`config.mk`:
```
export PLATFORM = sky130hd
export DESIGN_NAME = multicycle_control_unit
export DESIGN_NICKNAME = d
export VERILOG_FILES = /design/src/rtl/mini_risc_ctrl_pkg.sv /design/src/rtl/mem_wait_counter.sv /design/src/rtl/multicycle_control_unit.sv
export SDC_FILE = /design/constraint.sdc
export NUM_CORES = 1
export LEC_CHECK = 0
export CAP_MARGIN = 30
export CORE_MARGIN = 3
export CORE_UTILIZATION = 45
export DETAILED_ROUTE_END_ITERATION = 8
export DONT_BUFFER_PORTS = 1
export PLACE_DENSITY = 0.58
export SKIP_CTS_REPAIR_TIMING = 1
export SLEW_MARGIN = 15
export SYNTH_ARGS = -nofsm -noshare
export SYNTH_HDL_FRONTEND = slang
export SYNTH_SLANG_ARGS = --single-unit
```
`constraint.sdc`:
```
create_clock -name clk -period 3.3 [get_ports clk]
set_clock_uncertainty 0.05 [all_clocks]
set_input_delay 0.495 -clock clk [delete_from_list [all_inputs] [get_ports clk]]
set_output_delay 0.495 -clock clk [all_outputs]
set_load 0.01 [all_outputs]
```
`src/rtl/mini_risc_ctrl_pkg.sv`:
```
// Shared encodings and the per-state control decode for the mini-RISC multi-cycle controller.
package mini_risc_ctrl_pkg;

  localparam int unsigned OP_W     = 6;
  localparam int unsigned FUNC_W   = 6;
  localparam int unsigned ALU_OP_W = 4;
  localparam int unsigned BR_OP_W  = 5;
  localparam int unsigned WAIT_W   = 4;

  localparam logic [OP_W-1:0] OP_ALU  = 6'h00;
  localparam logic [OP_W-1:0] OP_ALUI = 6'h01;
  localparam logic [OP_W-1:0] OP_LW   = 6'h02;
  localparam logic [OP_W-1:0] OP_SW   = 6'h03;
  localparam logic [OP_W-1:0] OP_BR   = 6'h04;
  localparam logic [OP_W-1:0] OP_BL   = 6'h05;
  localparam logic [OP_W-1:0] OP_HALT = 6'h3F;

  typedef enum logic [2:0] {
    FETCH  = 3'd0,
    DECODE = 3'd1,
    EXEC   = 3'd2,
    MEM    = 3'd3,
    WB     = 3'd4,
    HALT   = 3'd5
  } state_t;

  localparam logic [1:0] RW_NONE = 2'd0;
  localparam logic [1:0] RW_RS   = 2'd1;
  localparam logic [1:0] RW_LINK = 2'd2;

  localparam logic [1:0] WB_LINK = 2'd0;
  localparam logic [1:0] WB_MEM  = 2'd1;
  localparam logic [1:0] WB_ALU  = 2'd2;

  localparam logic [ALU_OP_W-1:0] ALU_ADD = 4'd0;

  typedef struct packed {
    logic                pc_write;
    logic                ir_write;
    logic [1:0]          reg_write;
    logic                imm_mux_ctrl;
    logic                alu_mux_ctrl;
    logic [ALU_OP_W-1:0] alu_op;
    logic                dmem_enable;
    logic                dmem_write_enable;
    logic [1:0]          reg_write_mux_ctrl;
    logic [BR_OP_W-1:0]  br_op;
    logic                halted;
    logic                illegal_op;
  } ctrl_t;

  // Control word for a given state and latched instruction fields.
  function automatic ctrl_t ctrl_decode(input state_t st, input logic [OP_W-1:0] op,
                                        input logic [FUNC_W-1:0] fn, input logic mem_last);
    ctrl_t c;
    c = '0;
    // ALU controls stay up from EXEC until retire so address/result remain stable.
    if (st == EXEC || st == MEM || st == WB) begin
      case (op)
        OP_ALU: c.alu_op = fn[3:0];
        OP_ALUI: begin
          c.alu_op       = fn[3:0];
          c.alu_mux_ctrl = 1'b1;
        end
        OP_LW, OP_SW: begin
          c.alu_op       = ALU_ADD;
          c.alu_mux_ctrl = 1'b1;
          c.imm_mux_ctrl = 1'b1;
        end
        default: ;
      endcase
    end
    case (st)
      FETCH: c.ir_write = 1'b1;
      EXEC: begin
        case (op)
          OP_ALU, OP_ALUI, OP_LW, OP_SW, OP_HALT: ;
          OP_BR: begin
            c.pc_write = 1'b1;
            c.br_op    = {1'b1, fn[3:0]};
          end
          OP_BL: begin
            c.pc_write           = 1'b1;
            c.br_op              = {1'b1, fn[3:0]};
            c.reg_write          = RW_LINK;
            c.reg_write_mux_ctrl = WB_LINK;
          end
          default: begin
            c.illegal_op = 1'b1;
            c.pc_write   = 1'b1;
          end
        endcase
      end
      MEM: begin
        c.dmem_enable = 1'b1;
        if (op == OP_SW) begin
          c.dmem_write_enable = 1'b1;
          c.pc_write          = mem_last;
        end
      end
      WB: begin
        c.reg_write          = RW_RS;
        c.pc_write           = 1'b1;
        c.reg_write_mux_ctrl = (op == OP_LW) ? WB_MEM : WB_ALU;
      end
      HALT: c.halted = 1'b1;
      default: ;
    endcase
    return c;
  endfunction

endpackage

```
`src/rtl/mem_wait_counter.sv`:
```
// Loadable 4-bit down-counter timing the data-memory access; saturates at zero.
module mem_wait_counter
  import mini_risc_ctrl_pkg::*;
(
  input  logic              clk,
  input  logic              rst,
  input  logic              load,
  input  logic [WAIT_W-1:0] load_val,
  input  logic              dec,
  output logic              done,
  output logic              done_next_c
);

  logic [WAIT_W-1:0] count_q;
  logic [WAIT_W-1:0] count_d;

  always_comb begin
    count_d = count_q;
    if (load) begin
      count_d = load_val;
    end else if (dec && (count_q != '0)) begin
      count_d = count_q - WAIT_W'(1);
    end
  end

  assign done_next_c = (count_d == '0);

  always_ff @(posedge clk or negedge rst) begin
    if (!rst) begin
      count_q <= '0;
      done    <= 1'b1;
    end else begin
      count_q <= count_d;
      done    <= done_next_c;
    end
  end

endmodule

```
`src/rtl/multicycle_control_unit.sv`:
```
// Multi-cycle FETCH/DECODE/EXEC/MEM/WB sequencer for the KGP mini-RISC core.
module multicycle_control_unit
  import mini_risc_ctrl_pkg::*;
#(
  parameter int unsigned MEM_LAT = 1,
  parameter int unsigned CNT_W   = 32
) (
  input  logic                clk,
  input  logic                rst,
  input  logic [OP_W-1:0]     opcode,
  input  logic [FUNC_W-1:0]   func,
  output logic                pc_write,
  output logic                ir_write,
  output logic [1:0]          reg_write,
  output logic                imm_mux_ctrl,
  output logic                alu_mux_ctrl,
  output logic [ALU_OP_W-1:0] alu_op,
  output logic                dmem_enable,
  output logic                dmem_write_enable,
  output logic [1:0]          reg_write_mux_ctrl,
  output logic [BR_OP_W-1:0]  br_op,
  output logic                halted,
  output logic                illegal_op,
  output logic [CNT_W-1:0]    instr_count
);

  state_t            state_q;
  state_t            state_d;
  logic [OP_W-1:0]   op_q;
  logic [OP_W-1:0]   op_d;
  logic [FUNC_W-1:0] func_q;
  logic [FUNC_W-1:0] func_d;
  logic              primed_q;
  ctrl_t             ctrl_q;
  ctrl_t             ctrl_d;
  logic [CNT_W-1:0]  count_q;
  logic              halt_entry;
  logic              wait_load;
  logic              wait_dec;
  logic              wait_done;
  logic              wait_done_next;

  assign wait_load = (state_q == EXEC);
  assign wait_dec  = (state_q == MEM);

  mem_wait_counter u_wait (
    .clk         (clk),
    .rst         (rst),
    .load        (wait_load),
    .load_val    (WAIT_W'(MEM_LAT - 1)),
    .dec         (wait_dec),
    .done        (wait_done),
    .done_next_c (wait_done_next)
  );

  // Outputs are registered from the next state; the first edge after reset only loads FETCH's outputs.
  always_comb begin
    state_d    = state_q;
    op_d       = op_q;
    func_d     = func_q;
    halt_entry = 1'b0;
    if (state_q == DECODE) begin
      op_d   = opcode;
      func_d = func;
    end
    if (!primed_q) begin
      state_d = FETCH;
    end else begin
      case (state_q)
        FETCH:  state_d = DECODE;
        DECODE: state_d = EXEC;
        EXEC: begin
          case (op_q)
            OP_ALU, OP_ALUI: state_d = WB;
            OP_LW, OP_SW:    state_d = MEM;
            OP_HALT:         state_d = HALT;
            default:         state_d = FETCH;
          endcase
        end
        MEM: begin
          if (wait_done) state_d = (op_q == OP_LW) ? WB : FETCH;
        end
        WB:      state_d = FETCH;
        HALT:    state_d = HALT;
        default: state_d = FETCH;
      endcase
    end
    halt_entry = (state_q != HALT) && (state_d == HALT);
    ctrl_d     = ctrl_decode(state_d, op_d, func_d, wait_done_next);
  end

  always_ff @(posedge clk or negedge rst) begin
    if (!rst) begin
      state_q  <= FETCH;
      op_q     <= '0;
      func_q   <= '0;
      primed_q <= 1'b0;
      ctrl_q   <= '0;
      count_q  <= '0;
    end else begin
      state_q  <= state_d;
      op_q     <= op_d;
      func_q   <= func_d;
      primed_q <= 1'b1;
      ctrl_q   <= ctrl_d;
      if (ctrl_q.pc_write || halt_entry) count_q <= count_q + CNT_W'(1);
    end
  end

  assign pc_write           = ctrl_q.pc_write;
  assign ir_write           = ctrl_q.ir_write;
  assign reg_write          = ctrl_q.reg_write;
  assign imm_mux_ctrl       = ctrl_q.imm_mux_ctrl;
  assign alu_mux_ctrl       = ctrl_q.alu_mux_ctrl;
  assign alu_op             = ctrl_q.alu_op;
  assign dmem_enable        = ctrl_q.dmem_enable;
  assign dmem_write_enable  = ctrl_q.dmem_write_enable;
  assign reg_write_mux_ctrl = ctrl_q.reg_write_mux_ctrl;
  assign br_op              = ctrl_q.br_op;
  assign halted             = ctrl_q.halted;
  assign illegal_op         = ctrl_q.illegal_op;
  assign instr_count        = count_q;

endmodule

```
# ---- Word-level counts from Yosys, hierarchy flattened
# Cells that the tools add are included.
dict set report op_classes {
  addsub 2
  n_eq_ne 19
  mux 28
  n_reduce_logical 19
}
# operator n
set ops {}
lappend ops {{adder 32 x 1 -> 32 bit (second input constant)} 1}
lappend ops {{equality test 6 x 2 -> 1 bit (second input constant)} 4}
lappend ops {{2-to-1 mux 4 bit} 4}
lappend ops {{case mux 3 bit (5 select lines)} 1}
lappend ops {{equality test 3 x 2 -> 1 bit (second input constant)} 4}
lappend ops {{equality test 6 x 1 -> 1 bit (second input constant)} 2}
lappend ops {{equality test 6 x 3 -> 1 bit (second input constant)} 2}
lappend ops {{equality test 6 bit (second input constant)} 2}
lappend ops {{logical NOT 6 bit} 2}
lappend ops {{2-to-1 mux 6 bit} 2}
lappend ops {{2-to-1 mux 5 bit} 2}
lappend ops {{OR reduction 2 bit} 5}
lappend ops {{equality test 3 bit (second input constant)} 3}
lappend ops {{2-to-1 mux 1 bit} 9}
lappend ops {{2-to-1 mux 3 bit} 3}
lappend ops {{case mux 3 bit (3 select lines)} 1}
lappend ops {{2-to-1 mux 2 bit} 4}
lappend ops {{OR reduction 7 bit} 1}
lappend ops {{logical NOT 3 bit} 2}
lappend ops {{OR reduction 5 bit} 1}
lappend ops {{logical NOT 4 bit} 1}
lappend ops {{case mux 2 bit (2 select lines)} 1}
lappend ops {{nonzero test 4 bit} 1}
lappend ops {{subtractor 4 x 1 -> 4 bit (second input constant)} 1}
lappend ops {{other kinds (6)} 9}
dict set report totals {
  register_bits 72
  out_inout_bits 53
  word_cells 87
}

# ---- Logic depth before layout (Yosys ltp)
# Gate-level depths: netlist of run 1.
dict set report depth {
  ltp_word 9
  mapped_depth 7
  depth_no_buf 7
}

# ---- By module
# A second synthesis of run 1 with hierarchy kept.
dict set report hier_totals {
  hier_cells 292
  area_unflattened_um2 3372.0
}
# module instances cells_per_inst area_per_inst_um2 seq_area_each_um2
set modules_own_cells {}
lappend modules_own_cells {multicycle_control_unit 1 263 3072.9 1676.6}
lappend modules_own_cells {mem_wait_counter 1 29 299.0 126.4}

# ---- Worst setup path after synthesis of run 1
# OpenSTA, ideal clock, no wires.
dict set report synth_timing {
  path_type {register to register}
  from {reg state_q[2]}
  to {reg ctrl_q, in the netlist illegal_op}
  t_arrival_ns 2.026
  t_required_ns 3.172
  setup_slack_ns 1.146
  path_stages_with_launch 7
  n_path_buf 1
  path_cell_list {dfrtp_1 -> nor3b_2 -> buf_2 -> mux2i_1 -> and4b_1 -> or4_1 -> a21oi_1}
}
# item line
set synth_lines {}
lappend synth_lines {{start: declaration} multicycle_control_unit.sv:27} ;# state_t state_q;
lappend synth_lines {{start signal: assignment} multicycle_control_unit.sv:101} ;# state_q <= state_d;
lappend synth_lines {{end signal: assignment} multicycle_control_unit.sv:105} ;# ctrl_q <= ctrl_d;
lappend synth_lines {{end: declaration} multicycle_control_unit.sv:34} ;# ctrl_t ctrl_q;

==> flow_summary.yaml, run 1 <==
status:
  outcome: "complete, but fails checks"
  violations: "negative hold slack"
placed_design:
  gp_congestion: 0.806
  dp_hpwl_um: 4300
  portBuffers: 0
critical_path:
  crit_slowest_cell: "dfrtp_1"
  slowest_delay_ps: 500
  path_max_fanout: 11
  start_kind: "flip-flop"
  worstPathCellList: "nor3b_2 > buf_4 > mux2i_1 > and4b_1 > or4_1 > a21oi_1"
  critical_path_required_ps: 3500
  r2r_cells: 6
  end_kind: "flip-flop"
  path_class: "flip-flop to flip-flop"
  cp.arrival_ps: 2610
cts:
  numCtsBuffers: 9
  cts.htree.levels: 3
  cts.sinks: 72
  clockBufferDepth: 2
  clkTransAtPathRegs_ps: 70
  clkLatencyLatePin_ps: 340
  root_buffer: "clkbuf_8"
  cts_tree: "built"
logic_synthesis:
  ys.flop_type: "dfrtp_1"
  netlist-cell-type-count: 50
  async_flop_share: 1.00
  synth_seq_cells: 72
  avgSynthCellArea_um2: 11.1
  syn-cell-area_um2: 3180
  synth_warnings: 0
  synth_fp_nets: 302
  synthCells: 286
  synth-edff-count: 0
  ys_seq_area_frac: 0.568
cells_and_area:
  syn2layout_area_growth_pct: 11.9
  fin_util: 0.538
  insertedDiodeCount: 0
  seq_area_um2: 1800
  nets: 315
  multi_input_area_um2: 1270
  fillers: 594
  drive_above_1_share: 0.105
floorplanning:
  die_w_um: 90.0
  die_y_um: 90.0
  ios: 67
  die_area_um2: 8100
  initial_core_util: 0.481
  core_um2: 6600
  row_count: 29
pwr:
  p_sw_mw: 0.561
  p_leak_nw: 1.66
  p_comb_frac: 0.117
  p_int_mw: 1.50
  p_clk_frac: 0.372
  power_density_nw_per_um2: 580
  ir_drop_v: 0.000389
  swShare: 0.272
  p_total_mw: 2.06
  p_seq_frac: 0.511
detailed_routing:
  drt_iter0_drc: 91
  wl_per_cell_um: 15.7
  vias_per_cell: 5.33
  drt-pass1-iter-count: 5
  drcViolationCount: 0
  final_antenna_net_count: 0
  vias: 2115
  wirelength_um: 6220
timing:
  slew_violations: 0
  rsz0062_at_grt: "false"
  hold_viol: 19
  finalCritPeriodShare: 0.732
  min_period_ps: 2420
  hold_slack_ps: -16.3
  relSlewSlack: 0.639
  setup_viol: 0
  fin_setup_tns_ps: 0
  maxClockFrequency_mhz: 414
  worst_pin_slew_ps: 538
global_routing:
  overflow: 0
  grtUsageTotal: 0.160
  first_global_vias: 2010
  grt_max_degree: 73
  grt_pass1_wl_um: 10400
  antenna_found_initial: 0
run:
  maxCapViolations: 0
worst_hold_path:
  min_path_type: "input pin to async pin"
[worst paths after layout]
kind | startpoint | end | slack (ps)
max | state_q[0] | illegal_op | 880
min | rst | state_q[2] | -20
max reg2reg | state_q[0] | illegal_op | 880
min reg2reg | func_q[3] | func_q[3] | 460
max in group asynchronous | rst | u_wait.done | 2910
min in group clk | opcode[3] | op_q[3] | 220
[cell families after synthesis]
kind of cell             Yosys count  synth area share
adder cells (fa/ha/maj)            2           0.00788
AO/OA/AOI/OAI                     29            0.0760
other                              1           0.00118
buffers and inverters             24            0.0311
flip-flops                        72             0.568
multiplexers                      10            0.0323
XOR/XNOR                          32            0.0882
AND/OR/NAND/NOR                  116             0.196
[power groups by stage]
stage	logic (mW)	registers, mW	clock network [mW]
2_1_floorplan	0.182	1.05	0
3_3_place_gp	0.219	1.07	0
3_5_place_dp	0.223	1.07	0
4_1_cts	0.222	1.05	0.786
5_1_grt	0.278	1.07	0.823
6_report	0.242	1.05	0.766
[metal layers]
layer  track usage  vias up  share of wire
met5             0        -              0
li1              -     1007              -
met3        0.0568       10          0.065
met4        0.0765        0          0.017
met1         0.213     1041           0.47
met2         0.230       57           0.45
[stage by stage]
step | instance area, um^2 | hold WS (ps) | instances | setup slack [ps]
floorplan | 3180 | 149 | 286 | 1150
global placement | 3310 | 153 | 380 | 905
detailed placement | 3310 | 153 | 380 | 902
CTS | 3530 | -224 | 396 | 877
global route | 3560 | 2.82 | 397 | 727
finish | 3560 | -16.3 | 397 | 884
[flip-flops by register name, summed over array words and instances, names as in the netlist]
register	flops
op_q	6
ir_write	1
u_wait.done	1
pc_write	1
state_q	3
reg_write	2
alu_op	4
dmem_write_enable	1
u_wait.count_q	4
br_op	5
imm_mux_ctrl	1
instr_count	32
halted	1
dmem_enable	1
illegal_op	1
alu_mux_ctrl	1
reg_write_mux_ctrl	2
primed_q	1
func_q	4
[final cells by class]
type | count | area share
Sequential cell | 72 | 0.507
Timing Repair Buffer | 6 | 0.0183
Clock inverter | 5 | 0.0225
Clock buffer | 11 | 0.0398
Tap cell | 93 | 0.0327
Multi-Input combinational cell | 190 | 0.359
Inverter | 20 | 0.0211
[synthesized netlist by cell type, types with 3 or more instances]
cell type | count | share of area
a2111oi_1 | 3 | 0.0095
a21oi_1 | 6 | 0.0095
and2_1 | 3 | 0.0059
and4_1 | 5 | 0.014
dfrtp_1 | 71 | 0.56
inv_1 | 20 | 0.024
mux2i_1 | 8 | 0.025
nand2_1 | 28 | 0.033
nand3_1 | 16 | 0.025
nand3b_1 | 3 | 0.0071
nand4_1 | 7 | 0.014
nor2_1 | 24 | 0.028
nor2b_1 | 5 | 0.0098
nor3_1 | 6 | 0.0095
nor4_1 | 3 | 0.0059
o21ai_0 | 3 | 0.0047
or4_1 | 4 | 0.0095
xnor2_1 | 21 | 0.058
xor2_1 | 11 | 0.030
[placed cells by master, fill, tap and decap left out, types with 2 or more instances in the layout]
master       n
inv_1       20
mux2_2       2
o21ai_0      3
dfrtp_1     71
nor2b_1      5
a21o_1       2
nor2_1      24
a21oi_1      6
clkinvlp_4   2
a2111oi_1    3
nand2_1     28
a31oi_1      2
xnor2_1     21
clkbuf_8    10
or4_1        4
and4b_1      2
ha_1         2
buf_4        5
nor4_1       3
bufinv_16    2
and3_1       2
nand4_1      7
and4_1       5
nand3_1     16
nand3b_1     3
nor3_1       6
and2_1       3
xor2_1      11
mux2i_1      8
o21ai_1      2
[worst max-delay path, delay by kind of cell, from the launching register on]
kind | cells | cell delay [ps]
simple gates | 3 | 940
flops | 1 | 500
mux | 1 | 400
buf+inv | 1 | 250
compound gates | 1 | 180
Note: power is estimated with default switching activity, not from simulation.
==> run 2, diff against run 1 <==
clock period = 2.5 ns   (was 3.3 ns; I/O delays follow)
==> flow_summary.yaml, run 2 (synthesis results as in run 1) <==
status:
  outcome: "complete, no violations"
placed_design:
  portBuffers: 0
  gp_congestion: 0.773
  dp_hpwl_um: 4270
  pre_cts_slack_ps: 282
timing:
  rsz0062_at_grt: "false"
  hold_slack_ps: 92.2
  finalCritPeriodShare: 0.883
  setup_viol: 0
  worst_pin_slew_ps: 576
  fin_setup_tns_ps: 0
  maxClockFrequency_mhz: 453
  slew_violations: 0
  setup_slack_ps: 292
  relSlewSlack: 0.614
  hold_viol: 0
  min_period_ps: 2210
floorplanning:
  row_count: 29
  core_um2: 6600
  ios: 67
  die_y_um: 90.0
  initial_core_util: 0.481
  die_area_um2: 8100
  die_w_um: 90.0
critical_path:
  slowest_delay_ps: 460
  critical_path_required_ps: 2700
  path_class: "flip-flop to flip-flop"
  end_kind: "flip-flop"
  start_kind: "flip-flop"
  crit_slowest_cell: "dfrtp_1"
  cp.arrival_ps: 2410
  worstPathCellList: "nor3b_2 > buf_12 > mux2_2 > and4b_1 > or4_1 > a21oi_1"
  path_max_fanout: 12
global_routing:
  grtUsageTotal: 0.159
  overflow: 0
  first_global_vias: 2047
  grt_pass1_wl_um: 10300
  antenna_found_initial: 0
  grt_max_degree: 73
cells_and_area:
  drive_above_1_share: 0.120
  largest_reg_flops: 32
  nets: 320
  insertedDiodeCount: 0
  final_common_cell: "dfrtp_1"
  mostFrequentLayoutCells: "dfrtp_1 (71), nand2_1 (28), nor2_1 (24)"
  syn2layout_area_growth_pct: 13.0
pwr:
  p_leak_nw: 1.69
  p_comb_frac: 0.132
  p_clk_frac: 0.348
  p_int_mw: 1.91
  power_density_nw_per_um2: 743
  p_sw_mw: 0.759
  p_seq_frac: 0.520
  swShare: 0.284
  ir_drop_v: 0.000519
cts:
  cts.htree.levels: 3
  cts_tree: "built"
  cts.sinks: 72
  numCtsBuffers: 9
  root_buffer: "clkbuf_8"
  clkTransAtPathRegs_ps: 80
  clockBufferDepth: 2
  clkLatencyLatePin_ps: 340
detailed_routing:
  vias: 2077
  vias_per_cell: 5.17
  drcViolationCount: 0
  drt_iter0_drc: 124
  final_antenna_net_count: 0
  drt-pass1-iter-count: 6
  wirelength_um: 6170
  wl_per_cell_um: 15.4
worst_hold_path:
  min_path_type: "input pin to flip-flop"
run:
  maxCapViolations: 0
[run 2: critical path, delay by kind of cell (launching register included)]
| kind | cells | cell delay (ps) |
|---|---|---|
| simple gates | 3 | 900 |
| mux | 1 | 340 |
| compound gates | 1 | 190 |
| flops | 1 | 460 |
| buf+inv | 1 | 180 |
[run 2: area by class of cell]
cell class,count,area [um^2]
fillers,611,3010
inverters,20,75.1
flip-flops and latches,72,1800
clock buffers,10,138
well taps,93,116
multi-input cells,190,1270
repair buffers,11,118
clock inverters,6,66.3
[run 2: path summary, 6_finish.rpt]
path | from | endpoint | cells after the start | slack (ps)
hold reg to reg | func_q[3] | func_q[3] | 2 | 460
hold / removal | opcode[3] | op_q[3] | 2 | 90
min in group asynchronous | rst | op_q[2] | 2 | 530
setup / recovery | state_q[2] | illegal_op | 6 | 290
max in group asynchronous | rst | u_wait.done | 2 | 1550
setup reg to reg | state_q[2] | illegal_op | 6 | 290
[run 2: stage by stage]
step	power, mW	utilization	instance area (um^2)	std cells
after floorplan	1.62	-	3180	286
after global placement	1.73	0.507	3350	384
after detailed placement	1.74	0.507	3350	384
after CTS	2.68	0.538	3550	400
after global routing	2.82	0.544	3590	402
final	2.67	0.544	3590	402
[run 2: routing by layer]
metal	track usage	vias up	routed length, um
met4	0.0510	0	76
met1	0.209	1004	2890
li1	-	1020	-
met3	0.0785	4	439
met2	0.231	49	2770
met5	0	-	0
[run 2: power groups by stage]
| stage | combinational, mW | sequential, mW | clock [mW] |
|---|---|---|---|
| global route | 0.403 | 1.41 | 1.01 |
| finish | 0.352 | 1.39 | 0.928 |
| detailed placement | 0.328 | 1.41 | 0 |
| floorplan | 0.241 | 1.38 | 0 |
| global placement | 0.323 | 1.41 | 0 |
| CTS | 0.328 | 1.39 | 0.962 |
